==> config.mk <==
export PLATFORM = sky130hd
export DESIGN_NAME = debug_ram_master
export DESIGN_NICKNAME = d
export VERILOG_FILES = /design/src/rtl/debug_ram_master.sv
export SDC_FILE = /design/constraint.sdc
export NUM_CORES = 1
export LEC_CHECK = 0
export BUFFER_PORTS_ARGS = -buffer_cell sky130_fd_sc_hd__clkbuf_2
export CAP_MARGIN = 5
export CORE_ASPECT_RATIO = 0.5
export CORE_UTILIZATION = 50
export CTS_CLUSTER_SIZE = 16
export DETAILED_ROUTE_END_ITERATION = 8
export GPL_TIMING_DRIVEN = 0
export HOLD_SLACK_MARGIN = 0.02
export PLACE_DENSITY = 0.91
export SYNTH_ARGS = -nofsm -noshare
export SYNTH_HDL_FRONTEND = slang
export SYNTH_SLANG_ARGS = --single-unit
==> constraint.sdc <==
create_clock -name clk -period 3.55 [get_ports clk]
set_input_delay 0.5325 -clock clk [delete_from_list [all_inputs] [get_ports clk]]
set_output_delay 0.5325 -clock clk [all_outputs]
set_load 0.02 [all_outputs]
==> src/rtl/debug_ram_master.sv <==
// Debug RAM initiator: turns single writes and read bursts into one-cycle RAM accesses.
// Latency: write response two cycles after accept, read beat three; bad start address responds next cycle.
// Backpressure: rsp_rdy low holds the response stable and issues no further RAM cycles; req_rdy only in IDLE.
module debug_ram_master #(
    parameter int SRAM_DEPTH     = 16,
    parameter int SRAM_DEPTH_LOG = $clog2(SRAM_DEPTH),
    parameter int ADDR_W         = 8,
    parameter int LEN_W          = 4
) (
    input  logic                      clk,
    input  logic                      rst_n,
    input  logic                      req_vld,
    output logic                      req_rdy,
    input  logic                      req_wr,
    input  logic [ADDR_W-1:0]         req_addr,
    input  logic [LEN_W-1:0]          req_len,
    input  logic [31:0]               req_wdat,
    output logic                      rsp_vld,
    input  logic                      rsp_rdy,
    output logic [31:0]               rsp_rdat,
    output logic                      rsp_last,
    output logic                      rsp_err,
    output logic                      ram_cs,
    output logic                      ram_wr_en,
    output logic [SRAM_DEPTH_LOG-1:0] ram_addr,
    output logic [31:0]               ram_wdat,
    input  logic [31:0]               ram_dout
);

    typedef enum logic [1:0] {IDLE, ACC, RDW, RESP} state_t;

    localparam logic [ADDR_W:0]           DEPTH_L = (ADDR_W+1)'(SRAM_DEPTH);
    localparam logic [SRAM_DEPTH_LOG-1:0] TOP_A   = SRAM_DEPTH_LOG'(SRAM_DEPTH - 1);

    state_t                    state_q, state_d;
    logic                      req_rdy_q, req_rdy_d;
    logic                      wr_q, wr_d;
    logic [LEN_W-1:0]          len_q, len_d;
    logic [LEN_W-1:0]          beat_cnt_q, beat_cnt_d;
    logic                      rsp_vld_q, rsp_vld_d;
    logic [31:0]               rsp_rdat_q, rsp_rdat_d;
    logic                      rsp_last_q, rsp_last_d;
    logic                      rsp_err_q, rsp_err_d;
    logic                      ram_cs_q, ram_cs_d;
    logic                      ram_wr_en_q, ram_wr_en_d;
    logic [SRAM_DEPTH_LOG-1:0] ram_addr_q, ram_addr_d;
    logic [31:0]               ram_wdat_q, ram_wdat_d;

    always_ff @(posedge clk or negedge rst_n) begin
        if (!rst_n) begin
            state_q     <= IDLE;
            req_rdy_q   <= 1'b1;
            wr_q        <= 1'b0;
            len_q       <= '0;
            beat_cnt_q  <= '0;
            rsp_vld_q   <= 1'b0;
            rsp_rdat_q  <= '0;
            rsp_last_q  <= 1'b0;
            rsp_err_q   <= 1'b0;
            ram_cs_q    <= 1'b0;
            ram_wr_en_q <= 1'b0;
            ram_addr_q  <= '0;
            ram_wdat_q  <= '0;
        end else begin
            state_q     <= state_d;
            req_rdy_q   <= req_rdy_d;
            wr_q        <= wr_d;
            len_q       <= len_d;
            beat_cnt_q  <= beat_cnt_d;
            rsp_vld_q   <= rsp_vld_d;
            rsp_rdat_q  <= rsp_rdat_d;
            rsp_last_q  <= rsp_last_d;
            rsp_err_q   <= rsp_err_d;
            ram_cs_q    <= ram_cs_d;
            ram_wr_en_q <= ram_wr_en_d;
            ram_addr_q  <= ram_addr_d;
            ram_wdat_q  <= ram_wdat_d;
        end
    end

    always_comb begin
        state_d     = state_q;
        wr_d        = wr_q;
        len_d       = len_q;
        beat_cnt_d  = beat_cnt_q;
        rsp_vld_d   = rsp_vld_q;
        rsp_rdat_d  = rsp_rdat_q;
        rsp_last_d  = rsp_last_q;
        rsp_err_d   = rsp_err_q;
        ram_cs_d    = ram_cs_q;
        ram_wr_en_d = ram_wr_en_q;
        ram_addr_d  = ram_addr_q;
        ram_wdat_d  = ram_wdat_q;

        case (state_q)
            IDLE: begin
                if (req_vld) begin
                    wr_d       = req_wr;
                    len_d      = req_len;
                    ram_wdat_d = req_wdat;
                    if ({1'b0, req_addr} >= DEPTH_L) begin
                        state_d    = RESP;
                        rsp_vld_d  = 1'b1;
                        rsp_err_d  = 1'b1;
                        rsp_last_d = 1'b1;
                        rsp_rdat_d = '0;
                    end else begin
                        // Strobe is registered here so it is high for the whole ACC cycle.
                        ram_addr_d  = req_addr[SRAM_DEPTH_LOG-1:0];
                        beat_cnt_d  = '0;
                        ram_cs_d    = 1'b1;
                        ram_wr_en_d = req_wr;
                        state_d     = ACC;
                    end
                end
            end
            ACC: begin
                ram_cs_d    = 1'b0;
                ram_wr_en_d = 1'b0;
                if (wr_q) begin
                    state_d    = RESP;
                    rsp_vld_d  = 1'b1;
                    rsp_rdat_d = '0;
                    rsp_last_d = 1'b1;
                    rsp_err_d  = 1'b0;
                end else begin
                    state_d = RDW;
                end
            end
            RDW: begin
                state_d    = RESP;
                rsp_vld_d  = 1'b1;
                rsp_rdat_d = ram_dout;
                rsp_last_d = (beat_cnt_q == len_q);
                rsp_err_d  = 1'b0;
            end
            RESP: begin
                if (rsp_rdy) begin
                    rsp_vld_d = 1'b0;
                    if (!rsp_last_q) begin
                        beat_cnt_d  = beat_cnt_q + 1'b1;
                        ram_addr_d  = (ram_addr_q == TOP_A) ? '0 : ram_addr_q + 1'b1;
                        ram_cs_d    = 1'b1;
                        ram_wr_en_d = wr_q;
                        state_d     = ACC;
                    end else begin
                        rsp_last_d = 1'b0;
                        rsp_err_d  = 1'b0;
                        rsp_rdat_d = '0;
                        state_d    = IDLE;
                    end
                end
            end
            default: state_d = IDLE;
        endcase

        req_rdy_d = (state_d == IDLE);
    end

    assign req_rdy   = req_rdy_q;
    assign rsp_vld   = rsp_vld_q;
    assign rsp_rdat  = rsp_rdat_q;
    assign rsp_last  = rsp_last_q;
    assign rsp_err   = rsp_err_q;
    assign ram_cs    = ram_cs_q;
    assign ram_wr_en = ram_wr_en_q;
    assign ram_addr  = ram_addr_q;
    assign ram_wdat  = ram_wdat_q;

endmodule

Word level (Yosys, flattened, before mapping)
Index checks and enable logic that the tools add are counted.
{"block": "op_classes", "addsub": 2, "magnitude_cmp": 1, "eq_ne": 12, "n_mux": 43, "n_reduce_logical": 9}
{"operator": "$mux 32", "count": 5}
{"operator": "$pmux 32 s4", "count": 1}
{"operator": "$mux 4", "count": 9}
{"operator": "$mux 1", "count": 17}
{"operator": "$pmux 4 s2", "count": 2}
{"operator": "$reduce_and 5->1", "count": 3}
{"operator": "$ne 2x2->1 const B", "count": 7}
{"operator": "$pmux 1 s4", "count": 3}
{"operator": "$add 4x1->4 const B", "count": 2}
{"operator": "$ge 8x5->1 const B", "count": 1}
{"operator": "$pmux 2 s4", "count": 1}
{"operator": "$mux 2", "count": 3}
{"operator": "$pmux 1 s3", "count": 2}
{"operator": "$eq 2x2->1 const B", "count": 2}
{"operator": "$eq 4x4->1", "count": 1}
{"operator": "$eq 4x4->1 const B", "count": 1}
{"operator": "$logic_not 2->1", "count": 2}
{"operator": "$reduce_and 4->1", "count": 1}
{"operator": "$reduce_bool 3->1", "count": 1}
{"operator": "$eq 2x1->1 const B", "count": 1}
{"operator": "$reduce_and 2->1", "count": 1}
{"operator": "$reduce_bool 2->1", "count": 1}
{"block": "word_totals", "ff_bits": 85, "input_bits": 81, "out_inout_bits": 74, "word_cells": 80}

Logic depth before layout (Yosys ltp)
Gate-level depths: netlist of the first run.
{"block": "logic_depth", "ltp_word": 5, "mapped_depth": 7}

Least setup slack after synthesis of the first run
No wires, ideal clock.
{"block": "synth_timing", "path_type": "input port to flip-flop", "startpoint": "in req_addr[7]", "endpoint": "reg ram_wr_en_q, in the netlist ram_wr_en", "setup_ps": 125, "arrival_time_ps": 1738, "path_slack_ps": 1687, "path_stages": 4, "path_buffers": 1, "path_cell_list": "or4_4 buf_6 o311ai_4 mux2_4"}
{"block": "synth_between", "elab_chain_len": 3}
{"element": "from (decl)", "line_no": "15", "source": "input logic [ADDR_W-1:0] req_addr,"}
{"element": "$ge 8x5->1", "line_no": "101", "source": "if ({1'b0, req_addr} >= DEPTH_L) begin"}
{"element": "$ne 2x2->1 (no line)"}
{"element": "$reduce_and 5->1 (no line)"}
{"element": "to (signal assigned)", "line_no": "75", "source": "ram_wr_en_q <= ram_wr_en_d;"}
{"element": "to (decl)", "line_no": "45", "source": "logic ram_wr_en_q, ram_wr_en_d;"}
No other way between the ends.
A chain may end at the register's enable or synchronous reset.

Final worst setup path of the first run
{"block": "layout_timing", "startpoint": "in req_addr[7]", "endpoint": "reg rsp_rdat_q[19], in the netlist rsp_rdat[19]"}
{"block": "layout_between", "elab_chain_len": 3}
{"element": "$ge 8x5->1", "line_no": "101"}
{"element": "$ne 2x2->1 (no line)"}
{"element": "$reduce_and 5->1 (no line)"}
{"element": "to (signal assigned)", "line_no": "71", "source": "rsp_rdat_q <= rsp_rdat_d;"}
{"element": "to (decl)", "line_no": "41", "source": "logic [31:0] rsp_rdat_q, rsp_rdat_d;"}
No other way between the ends.

==> results of run 1 <==
## sequential cells by signal, summed over array words and instances, names as in the netlist, 2 cells and up
| register | cells |
|---|---|
| ram_wdat | 32 |
| rsp_rdat | 32 |
| beat_cnt_q | 4 |
| len_q | 4 |
| ram_addr | 4 |
| state_q | 2 |
## power by group through the flow
stage                     Clock, mW  Combinational (mW)  Sequential (mW)
after CTS                     0.917                2.21             1.70
after global routing          0.968                2.42             1.76
after floorplan                   0                1.06             2.08
after global placement            0                2.13             1.68
after detailed placement          0                2.19             1.70
final                         0.902                2.21             1.70
## layer usage
metal  routed length, µm  vias up
li1                    -     1747
met1                4540     1799
met2                5040      123
met3                 524       16
met4                 189        0
met5                   0        -
## worst paths after layout
check | start | end | cells after the start
max | req_addr[7] | rsp_rdat[19] | 5
min | rst_n | ram_wdat[24] | 1
max reg2reg | state_q[0] | ram_addr[1] | 4
min reg2reg | ram_wdat[4] | ram_wdat[4] | 2
max in group asynchronous | rst_n | rsp_rdat[5] | 2
min in group clk | req_wdat[1] | ram_wdat[1] | 3
## kinds of logic (layout without fill, tap and decap cells)
family	Yosys count	after routing	share of synthesized area [%]
simple gates	171	171	21.1
compound gates	90	90	16.8
flops	85	85	54.0
buf+inv	37	207	3.97
mux	9	9	2.57
xor+xnor	4	4	0.889
fa+ha+maj	2	2	0.635
## layout make-up
class                           count  area share [%]
Sequential cell                    85            41.3
Multi-Input combinational cell    276            32.2
Timing Repair Buffer              155            15.4
Clock buffer                       11            4.52
Buffer                             34            2.82
Tap cell                          108            2.62
Clock inverter                      4           0.971
Inverter                            3           0.219
## worst register-to-register path: cells and delay by family (launching register included)
kind | cells | cell delay, ps
AO/OA/AOI/OAI | 1 | 200
buffers and inverters | 1 | 360
flip-flops | 1 | 480
multiplexers | 1 | 370
AND/OR/NAND/NOR | 1 | 340
## cell usage in the layout (no fill, tap or decap), types with 2 or more instances in the layout
master,count
clkbuf_2,153
nand2_1,115
dfrtp_1,84
nand3b_1,35
a32oi_1,33
o21ai_0,33
clkbuf_1,26
clkbuf_16,9
buf_2,8
mux2_2,5
nor2_1,4
a31oi_1,4
o211ai_1,4
xnor2_1,4
nand4_1,3
o21a_1,3
mux2i_1,3
nand2b_1,3
inv_1,3
a21oi_1,2
nor2b_1,2
and4b_1,2
a22o_1,2
nand3_1,2
ha_1,2
clkinvlp_4,2
## stage by stage
| step | total power, mW | cells | hold WS [ps] | cell area [µm²] |
|---|---|---|---|---|
| 6_report | 4.81 | 676 | 241 | 5150 |
| 5_1_grt | 5.14 | 676 | 303 | 5150 |
| 4_1_cts | 4.82 | 676 | 271 | 5150 |
| 3_5_place_dp | 3.90 | 661 | 461 | 4870 |
| 3_3_place_gp | 3.81 | 660 | 457 | 4850 |
| 2_1_floorplan | 3.14 | 398 | 237 | 3940 |
==> summary.txt, run 1 <==
H-tree depth: 3
Starting Density: 52.6%
Crit Path Max Fanout: 10
Distinct cells, synth: 41
Routed wire per std cell: 15.2 µm
DR vias: 3685
number of remaining DRC errors: 0
Worst slew margin: 52.2%
area leader, netlist: dfrtp_1
total gr overflow: 0
pre-CTS setup slack: 1370 ps
TNS Setup: 0 ps
detailed placer's ending HPWL: 7.06 mm
sequential area share after synthesis: 54.0%
switching part of the total: 43.0%
Die Area: 8260 µm²
first-pass GRT wire length: 16.8 mm
Final Core Density: 68.8%
syn nets: 481
RSZ-0062 raised after global routing: no
final hold violation count: 0
CP peak stage delay: 690 ps
Final Skew: 6.15 ps
post_cts resized: 0
WS Path Type: input pin to register
Yosys reg bits: 85
Ports: 155
Internal: 2.74 mW
crit path DAT: 2100 ps
P_sw: 2.07 mW
top cell type's share of synthesized area: 53.3%
Post-CTS Hold Fix Bufs: 0
P_leak: 2.57 nW
pwr/cell area: 934 nW/µm²
most common cell in the synthesized netlist: nand2_1
fill cell count: 606
final net count: 647
CP Launch Type: input pin
GP Congestion: 0.820
Post-Syn Instances: 398
root buf cell: clkbuf_16
CP delay by family, top: compound AO/OA/AOI/OAI gates
Max clock buf depth: 2
Multi-input gate area: 1660 µm²
number of global-route vias before repair: 3495
number of synthesized flops with an enable pin: 0
Buf/Inv on CP: 2
post-DR vias/cell: 5.45
commonest cells in the netlist: nand2_1, dfrtp_1, nand3b_1, a32oi_1, o21ai_0
ant diodes: 0
hold crit path type: input pin to async pin
initial antenna violation count: 0
reg-to-reg setup timing slack: 1690 ps
Worst Max-Slew Pin Slew: 708 ps
average size of a mapped cell: 9.90 µm²
met2 usage: 43.8%
CP Capture Type: register
required time of the critical path: 3790 ps
GR Layer Usage met3: 6.19%
clock sink total: 85
layout cells sized above 1: 33.3%
TritonRoute pass-1 iters: 4
WL final: 10.3 mm
Primary FF master, synth: dfrtp_1
FP Rows: 22
Slew Viols, Final: 0
outcome: complete, no violations
Post-CTS Setup Inserts: 0
Cell Chain, Critical Path: clkbuf_2, o41ai_1, nor2_1, clkbuf_1, o21ai_0
fmax: 0.537 GHz
Comb power frac: 45.9%
Port Buffers: 154
P&R area growth vs syn: 30.7%
Worst Slack Setup Final: 1690 ps
Max Cap Viol: 0
Die Wd: 128 µm
clock-pin slew on the worst setup and hold paths: 60 ps
Die Y: 64.8 µm
Peak supply drop: 0.424 mV
Syn Std Cell Area: 3940 µm²
warnings from Yosys: 0
slowest CP cell: o41ai_1
setup violators final: 0
cts bufs inserted: 9
pin count of the biggest net entering global routing: 50
Async SR Flop Fraction: 100%
gr usage total: 26.7%
GR Util met1: 34.7%
post-route ant nets: 0
Starting DRT DRC Count: 267
Clock Latency Late Sink: 340 ps
core outline area: 7490 µm²
Clk pwr share: 18.8%
Sequential Power Share: 35.4%
min Tclk post-route: 1860 ps
CTS tree: built
top cells by area, synth: dfrtp_1, nand2_1, a32oi_1
fin crit share: 52.5%
FF/Latch Area: 2130 µm²
gr busiest metal: met2
No activity file was read; power rests on OpenSTA's default activity.
==> run 2: changes to the inputs <==
--- a/config.mk
+++ b/config.mk
@@ -8,12 +8,12 @@
 export BUFFER_PORTS_ARGS = -buffer_cell sky130_fd_sc_hd__clkbuf_2
 export CAP_MARGIN = 5
 export CORE_ASPECT_RATIO = 0.5
-export CORE_UTILIZATION = 50
+export CORE_UTILIZATION = 44
 export CTS_CLUSTER_SIZE = 16
 export DETAILED_ROUTE_END_ITERATION = 8
 export GPL_TIMING_DRIVEN = 0
 export HOLD_SLACK_MARGIN = 0.02
-export PLACE_DENSITY = 0.91
+export PLACE_DENSITY = 0.85
 export SYNTH_ARGS = -nofsm -noshare
 export SYNTH_HDL_FRONTEND = slang
 export SYNTH_SLANG_ARGS = --single-unit
==> constraint.sdc (replaced) <==
create_clock -name clk -period 1.7 [get_ports clk]
set_input_delay 0.255 -clock clk [delete_from_list [all_inputs] [get_ports clk]]
set_output_delay 0.255 -clock clk [all_outputs]
set_load 0.02 [all_outputs]
==> run 2 against run 1 <==
  * Critical endpoint is now ram_addr[1]
  * Largest power group unchanged
  * Final cell count is 1.2% higher
  * Design area is 1.2% higher
  * Non-clock buffer count is 3 higher
  * Critical path type is now register to register
  * Largest cell class unchanged
==> summary.txt, run 2 (synthesis results as in run 1) <==
detailed placer's ending HPWL: 7.36 mm (was 7.06 mm)
CP Launch Type: register (was input pin)
Die Y: 68.9 µm (was 64.8 µm)
Starting DRT DRC Count: 242 (was 267)
Starting Density: 47.2% (was 52.6%)
Max Cap Viol: 0 (unchanged)
first-pass GRT wire length: 16.5 mm (was 16.8 mm)
WS Path Type: register to register (was input pin to register)
CP Capture Point: ram_addr[1] (was rsp_rdat[19])
DR vias: 3669 (was 3685)
worst reg2reg path endpoint: ram_addr[1] (unchanged)
Critical Path Source: state_q[0] (was req_addr[7])
GR Layer Usage met3: 5.48% (was 6.19%)
WL final: 10.7 mm (was 10.3 mm)
min-delay src: req_wdat[0]
Worst Max-Slew Pin Slew: 660 ps (was 708 ps)
number of remaining DRC errors: 0 (unchanged)
pre-CTS setup slack: -191 ps (was 1370 ps)
PnR Total Power: 10.1 mW (was 4.81 mW)
FF-to-FF Start: state_q[0] (unchanged)
Worst slew margin: 55.4% (was 52.2%)
GP Congestion: 0.816 (was 0.820)
TritonRoute pass-1 iters: 5 (was 4)
cts bufs inserted: 9 (unchanged)
setup violators final: 0 (unchanged)
number of global-route vias before repair: 3429 (was 3495)
Slew Viols, Final: 0 (unchanged)
final net count: 650 (was 647)
ant diodes: 0 (unchanged)
commonest non-fill, non-tap cell in the layout: clkbuf_2 (unchanged)
P_leak: 2.62 nW (was 2.57 nW)
clock-pin slew on the worst setup and hold paths: 60 ps (about the same)
commonest cells after routing, fill and taps aside: clkbuf_2, nand2_1, dfrtp_1 (unchanged)
Die Wd: 136 µm (was 128 µm)
Worst Slack Setup Final: 31.3 ps (was 1690 ps)
fmax: 0.599 GHz
Max clock buf depth: 2 (unchanged)
Die Area: 9360 µm² (was 8260 µm²)
Routed wire per std cell: 15.6 µm (was 15.2 µm)
CP Capture Type: register (unchanged)
crit path DAT: 1890 ps (was 2100 ps)
Final Skew: 6.91 ps (was 6.15 ps)
Clock Latency Late Sink: 330 ps (was 340 ps)
hold crit path type: input pin to register (was input pin to async pin)
fin crit share: 98.2%
Port Buffers: 154 (unchanged)
GR Util met1: 29.5% (was 34.7%)
min Tclk post-route: 1670 ps
pin count of the biggest net entering global routing: 45 (was 50)
met2 usage: 39.0% (was 43.8%)
Ports: 155 (unchanged)
layout cells sized above 1: 35.1% (was 33.3%)
path depth of the worst reg2reg path: 4 (unchanged)
CTS tree: built (unchanged)
gr busiest metal: met2 (unchanged)
FP Rows: 23 (was 22)
pwr/cell area: 1930 nW/µm² (was 934 nW/µm²)
outcome: complete, no violations (unchanged)
clock sink total: 85 (unchanged)
Peak supply drop: 0.872 mV (was 0.424 mV)
root buf cell: clkbuf_16 (unchanged)
H-tree depth: 3 (unchanged)
reg-to-reg setup timing slack: 30 ps (was 1690 ps)
P&R area growth vs syn: 32.3% (was 30.7%)
initial antenna violation count: 0 (unchanged)
required time of the critical path: 1920 ps (was 3790 ps)
RSZ-0062 raised after global routing: no (unchanged)
Crit Path Max Fanout: 7 (was 10)
post-route ant nets: 0 (unchanged)
post-DR vias/cell: 5.36 (was 5.45)
total gr overflow: 0 (unchanged)
core outline area: 8350 µm² (was 7490 µm²)
final hold violation count: 0 (unchanged)
gr usage total: 23.1% (was 26.7%)
run 2: changes by cell type in the layout (fill, tap and decap cells not counted), sizes merged:
cell | before | now
clkinvlp | 2 | 4
bufinv | 1 | 0
clkinv | 1 | 2
clkbuf | 189 | 190
dlygate4sd3 | 0 | 1
run 2: power breakdown:
group	switching [mW]	internal (mW)	total [mW]
clock network	0.783	0.983	1.77
registers	0.678	2.89	3.57
logic	2.93	1.81	4.74
run 2: metrics by stage:
stage / instances / hold slack, ps / cell area [µm²] / util (%) / TNS, ps
floorplan: 398 / -40.6 / 3940 / - / 0
global placement: 664 / 442 / 4850 / 58.1 / -48870
detailed placement: 665 / 328 / 4870 / 58.4 / -4600
CTS: 683 / 98.3 / 5170 / 61.9 / 0
global route: 684 / 97.4 / 5210 / 62.5 / 0
finish: 684 / 105 / 5210 / 62.5 / 0
run 2: how the worst min path moves through the flow:
stage / cells after the start / end / slack [ps]
2_1_floorplan: 0 / beat_cnt_q[0] / -40
3_3_place_gp: 3 / ram_wdat[3] / 440
3_5_place_dp: 1 / ram_wdat[2] / 330
4_1_cts: 3 / ram_wdat[1] / 100
5_1_grt: 3 / ram_wdat[26] / 100
6_report: 3 / ram_wdat[0] / 110
run 2: what timing repair did:
item	in CTS	in global routing
hold endpoints to repair	43	0
buffers inserted	1	1
hold buffers	1	0
gates resized for setup	6	19
pin swaps	1	4
endpoints found under the setup margin	42	54
run 2: final cells by class:
| type | instances | area, µm² |
|---|---|---|
| Fill cell | 715 | 3130 |
| Sequential cell | 85 | 2130 |
| Multi-Input combinational cell | 276 | 1660 |
| Timing Repair Buffer | 158 | 818 |
| Clock buffer | 10 | 229 |
| Buffer | 34 | 181 |
| Tap cell | 112 | 140 |
| Clock inverter | 6 | 40.0 |
| Inverter | 3 | 11.3 |
run 2: per-layer routing:
metal,up-vias,wire length (µm)
li1,1752,-
met1,1764,4660
met2,136,5270
met3,17,589
met4,0,159
met5,-,0
run 2: worst max-delay path, stage by stage, from the launching register on:
cell and delay (ps):
dfrtp_1 470, or3b_1 410, buf_6 150, o21ai_4 200, mux2_4 320
